[src/rtl/keypad_defs.sv]
// keypad_defs: shared keypad constants and entry FSM encodings
package keypad_defs;
  localparam logic [3:0] BCD_NONE = 4'hF;
  localparam logic [3:0] BCD_MAX = 4'd9;
  localparam int N_DIGITS_DEF = 4;
  typedef enum logic [1:0] {EMPTY, ENTRY, FULL} entry_state_e;
endpackage

[src/rtl/bcd_entry_buffer_sync.sv]
// sync_rise_detect: multi-stage synchroniser with rising-edge pulse on bit 0
module sync_rise_detect #(
  parameter int WIDTH = 5,
  parameter int SYNC_STAGES = 2
) (
  input  logic             clk,
  input  logic             rstn,
  input  logic [WIDTH-1:0] d,
  output logic [WIDTH-2:0] data,
  output logic             rise
);
  logic [WIDTH-1:0] stg [SYNC_STAGES];
  logic prev;
  always_ff @(posedge clk or negedge rstn)
    if (!rstn) begin
      for (int i = 0; i < SYNC_STAGES; i++) stg[i] <= '0;
      prev <= 1'b0;
    end else begin
      stg[0] <= d;
      for (int i = 1; i < SYNC_STAGES; i++) stg[i] <= stg[i-1];
      prev <= stg[SYNC_STAGES-1][0];
    end
  assign data = stg[SYNC_STAGES-1][WIDTH-1:1];
  assign rise = stg[SYNC_STAGES-1][0] & ~prev;
endmodule

[src/rtl/bcd_entry_buffer.sv]
// bcd_entry_buffer: collects synchronised keypad digits and submits them as a code
module bcd_entry_buffer
  import keypad_defs::*;
#(
  parameter int N_DIGITS = N_DIGITS_DEF,
  parameter int SYNC_STAGES = 2
) (
  input  logic                            clk,
  input  logic                            rstn,
  input  logic [3:0]                      bcd,
  input  logic                            valid_data,
  input  logic                            enter,
  input  logic                            clear,
  output logic [4*N_DIGITS-1:0]           digits,
  output logic [$clog2(N_DIGITS+1)-1:0]   count,
  output logic                            full,
  output logic [4*N_DIGITS-1:0]           code,
  output logic                            code_valid
);
  localparam int CNT_W = $clog2(N_DIGITS+1);
  localparam int W = 4*N_DIGITS;
  localparam logic [W-1:0] ALL_NONE = {N_DIGITS{BCD_NONE}};
  entry_state_e state_q, state_d;
  logic [W-1:0] digits_q, digits_d, code_q, code_d;
  logic [CNT_W-1:0] count_q, count_d, count_inc;
  logic code_valid_q, code_valid_d;
  logic [3:0] bcd_s;
  logic digit_ev, enter_q, clear_q, enter_ev, clear_ev;
  sync_rise_detect #(.WIDTH(5), .SYNC_STAGES(SYNC_STAGES)) u_sync (
    .clk(clk), .rstn(rstn), .d({bcd, valid_data}), .data(bcd_s), .rise(digit_ev)
  );
  assign enter_ev = enter & ~enter_q;
  assign clear_ev = clear & ~clear_q;
  assign count_inc = count_q + CNT_W'(1);
  // priority: clear, then enter (only with something held), then digit
  always_comb begin
    state_d = state_q;
    digits_d = digits_q;
    count_d = count_q;
    code_d = code_q;
    code_valid_d = 1'b0;
    if (clear_ev) begin
      state_d = EMPTY;
      digits_d = ALL_NONE;
      count_d = '0;
    end else if (enter_ev && state_q != EMPTY) begin
      code_d = digits_q;
      code_valid_d = 1'b1;
      state_d = EMPTY;
      digits_d = ALL_NONE;
      count_d = '0;
    end else if (digit_ev && bcd_s <= BCD_MAX && state_q != FULL) begin
      digits_d = {digits_q[W-5:0], bcd_s};
      count_d = count_inc;
      state_d = (count_inc == CNT_W'(N_DIGITS)) ? FULL : ENTRY;
    end
  end
  always_ff @(posedge clk or negedge rstn)
    if (!rstn) begin
      state_q <= EMPTY;
      digits_q <= ALL_NONE;
      count_q <= '0;
      code_q <= ALL_NONE;
      code_valid_q <= 1'b0;
      enter_q <= 1'b0;
      clear_q <= 1'b0;
    end else begin
      state_q <= state_d;
      digits_q <= digits_d;
      count_q <= count_d;
      code_q <= code_d;
      code_valid_q <= code_valid_d;
      enter_q <= enter;
      clear_q <= clear;
    end
  assign digits = digits_q;
  assign count = count_q;
  assign full = (count_q == CNT_W'(N_DIGITS));
  assign code = code_q;
  assign code_valid = code_valid_q;
endmodule

[config.mk]
export PLATFORM = sky130hd
export DESIGN_NAME = bcd_entry_buffer
export DESIGN_NICKNAME = d
export VERILOG_FILES = /design/src/rtl/keypad_defs.sv /design/src/rtl/bcd_entry_buffer_sync.sv /design/src/rtl/bcd_entry_buffer.sv
export SDC_FILE = /design/constraint.sdc
export NUM_CORES = 1
export LEC_CHECK = 0
export ABC_AREA = 0
export BUFFER_PORTS_ARGS = -buffer_cell sky130_fd_sc_hd__buf_4
export CORE_UTILIZATION = 45
export CTS_CLUSTER_DIAMETER = 120
export DETAILED_ROUTE_END_ITERATION = 6
export GPL_TIMING_DRIVEN = 0
export PLACE_DENSITY = 0.69
export SLEW_MARGIN = 20
export SYNTH_ARGS = -nofsm -noshare
export SYNTH_HDL_FRONTEND = slang
export SYNTH_SLANG_ARGS = --single-unit
[constraint.sdc]
create_clock -name clk -period 4 [get_ports clk]
set_input_delay 0.6 -clock clk [delete_from_list [all_inputs] [get_ports clk]]
set_output_delay 0.6 -clock clk [all_outputs]
set_load 0.05 [all_outputs]
==> metrics.md <==
| Metric | Value |
|---|---|
| DP Cell Count | `247` |
| Final WL | `3522 um` |
| Most area-consuming cells after synthesis | `dfstp_2 43%, dfrtp_1 24%, mux2_4 6.8%, nand2_1 6.8%, nand3_1 4.6%` |
| Synth top cells by count | `36 x nand2_1, 32 x dfstp_2, 19 x dfrtp_1` |
| Synth Cell Area | `1973 sq um` |
| Total core area | `4115 sq um` |
| HPWL after DPL | `about 2500 um` |
| Synth warn | `0` |
| Power, Total | `around 1.8 mW` |
| RSZ-0062 raised after global routing | `false` |
| Clock share of power | `19.9%` |
| Vias per Instance | `between 5 and 6` |
| Fraction of final layout cells sized beyond drive strength 1 | `between 50% and 60%` |
| Worst Path Max Fanout | `5` |
| Buffer count from post-CTS setup fixing | `0` |
| Syn Area/Cell | `12.98 sq um` |
| DR WL/cell | `13.81 um` |
| Status | `finished clean` |
| Synth top area share | `between 40% and 50%` |
| CTS tree | `built` |
| Fmax | `515.7 MHz` |
| Most common cell in the netlist | `nand2_1` |
| Asr flop ratio synth | `100.0%` |
| Max_slew headroom | `about three fifths` |
| CP Launch Type | `flop` |
| CTS Buf Count | `5` |
| Clk buf depth | `2` |
| Residual DRC count | `0` |
| Reg2reg path depth | `5` |
| Number of synthesized register bits | `51` |
| Switching share of power | `38.12%` |
| Worst path required time | `3.40 ns` |
| GR Overflow Total | `0` |
| Reg clk slew, reported paths | `0.08 ns` |
| CP peak stage delay | `~0.46 ns` |
| First-pass DRT Iterations | `4` |
| Synth area leader | `dfstp_2` |
| Nets | `around 220` |
| Hold Vio Cnt, Final | `0` |
| Initial DRC count | `74` |
| Max H-tree Level | `2` |
| Clk sink count | `51` |
| Synth unique cells | `22` |
| Crit path cell chain | `inv_1, ha_1, and2_1, buf_4` |
| Worst Tran Pin Value | `just under 0.6 ns` |
| First-pass GRT wire length | `5678 um` |
| Post-Syn Nets | `164` |
| I/O pin count | `46` |
| Largest net degree at the start of global routing | `52` |
| Skew final | `0.007349 ns` |
| Storage cell area | `1316 sq um` |
| Post-synth top flop | `dfstp_2` |
| Diodes inserted | `0` |
| Final ANT Viol Nets | `0` |
| Crit path time final | `just under 2 ns` |
| Max-cap viol count | `0` |
| Tcrit/Tclk final | `48.48%` |
| Post-synth EDFFs | `0` |
| Multi-input logic area | `598.1 sq um` |
| Non-filler cells, final | `255` |
| Crit end category | `output port` |
| Post-CTS Hold Fix Bufs | `0` |
| WP data arrival | `1.34 ns` |
| Number of fill cells | `~330` |
| FP Rows | `23` |
| Pint | `1.089 mW` |
| Combinational share of power | `37.5%` |
| Worst min path class | `in -> async` |
| Die Ht | `68.22 um` |
| Leak | `1.178 nW` |
| Sequential cell area fraction in the yosys report | `66.71%` |
| CP max-delay cell | `dfrtp_1` |
| Die Width | `68.22 um` |
| Area delta synth->final | `25.81%` |
| Port Buffers | `45` |
| Die area | `4653 sq um` |
| Post-Syn Instances | `152` |
| Gpl congestion | `0.7189` |
| Vias in the first global route | `1248` |
| Vias | `1278` |
| Setup TNS | `0 ns` |
| Antenna violations before repair | `0` |
| Overall routing resource usage | `17.32%` |
| Fin. max-slew vios | `0` |
| Clock insertion delay at the later pin of the skew report | `0.31 ns` |
| Clk root buf | `clkbuf_8` |
| Pwr dens | `709.1 nW/um^2` |
| Seq pwr share | `42.7%` |
| Final setup fails | `0` |
| Worst vdd ir | `301.3 uV` |
| Switching power | `roughly 670 uW` |
| Critical path class | `reg -> out` |
| Resize count post-CTS | `0` |
| Initial Util | `47.95%` |
-- worst max-delay path: cells and delay by family (launching register included) --
family                   cells  cell delay (ns)
buffers and inverters        2             0.25
AND/OR/NAND/NOR              1             0.15
adder cells (fa/ha/maj)      1             0.18
flip-flops                   1             0.46
-- final cells by class --
cell class / instances / share of cell area [%]
inverter: 3 / 0.4536
sequential: 51 / 53.02
buffer: 7 / 1.915
multi-input combinational: 91 / 24.09
timing repair buffer: 45 / 13.61
tap: 50 / 2.520
clock buffer: 6 / 2.923
clock inverter: 2 / 1.462
-- power groups by stage --
stage	Clock, mW	Sequential, mW	Combinational (mW)
6_report	0.350	0.751	0.660
5_1_grt	0.384	0.768	0.692
4_1_cts	0.363	0.754	0.665
3_5_place_dp	0	0.762	0.665
3_3_place_gp	0	0.751	0.656
2_1_floorplan	0	1.10	0.135
-- cell usage in the layout (no fill, tap or decap), types with 2 or more instances in the layout --
cell / count
nand3_1: 18
nor2b_1: 2
and2_1: 2
buf_2: 5
a21oi_1: 2
xor2_1: 2
nand2_1: 36
dfrtp_1: 19
inv_1: 3
buf_4: 45
ha_1: 3
mux2_4: 9
buf_6: 2
clkbuf_8: 5
nor2_1: 2
dfstp_2: 32
mux2_2: 7
nand2b_1: 2
-- through the flow --
step	cell area, sq um	hold WS [ns]	util (%)	setup WS, ns
3_5_place_dp	2374	0.3387	57.68	2.271
5_1_grt	2482	0.3399	60.32	2.008
4_1_cts	2482	0.3197	60.32	2.051
6_report	2482	0.2989	60.32	2.061
3_3_place_gp	2374	0.3322	57.68	2.301
2_1_floorplan	1973	0.3044	-	2.131
-- sequential cells by signal, indices dropped and copies added (netlist names) --
register and flops:
clear_q 1, code 16, code_valid 1, count 3, digits 16, enter_q 1
state_q 2, u_sync.data 4, u_sync.prev 1, u_sync.stg 6
-- kinds of logic (layout without fill, tap and decap cells) --
| logic type | count (synthesis) | count (layout) | synth area share [%] |
|---|---|---|---|
| and+or+nand+nor | 64 | 64 | 14.33 |
| DFF | 51 | 51 | 66.71 |
| muxes | 16 | 16 | 10.84 |
| buffers and inverters | 10 | 63 | 2.980 |
| AOI/OAI and AO/OA | 5 | 5 | 1.902 |
| adders and majority gates | 3 | 3 | 1.903 |
| xor gates and xnor gates | 3 | 3 | 1.332 |
-- path summary, 6_finish.rpt --
check,start,end,slack [ns]
min in group clk,u_sync.stg[5],u_sync.stg[0],0.36
max in group asynchronous,rstn,clear_q,3.31
hold reg to reg,u_sync.stg[5],u_sync.stg[0],0.36
setup / recovery,count[0],full,2.06
setup reg to reg,u_sync.data[2],digits[14],2.53
hold / removal,rstn,code_valid,0.30
-- metal layers --
metal  global-route usage (%)  share of wire (%)  vias to the layer above
met5                        0                  0                        -
met4                    10.16                2.1                        0
met3                    4.000                4.8                        8
met2                    29.78                 51                       38
met1                    19.47                 42                      630
li1                         -                  -                      602
No activity file was read; power rests on OpenSTA's default activity.
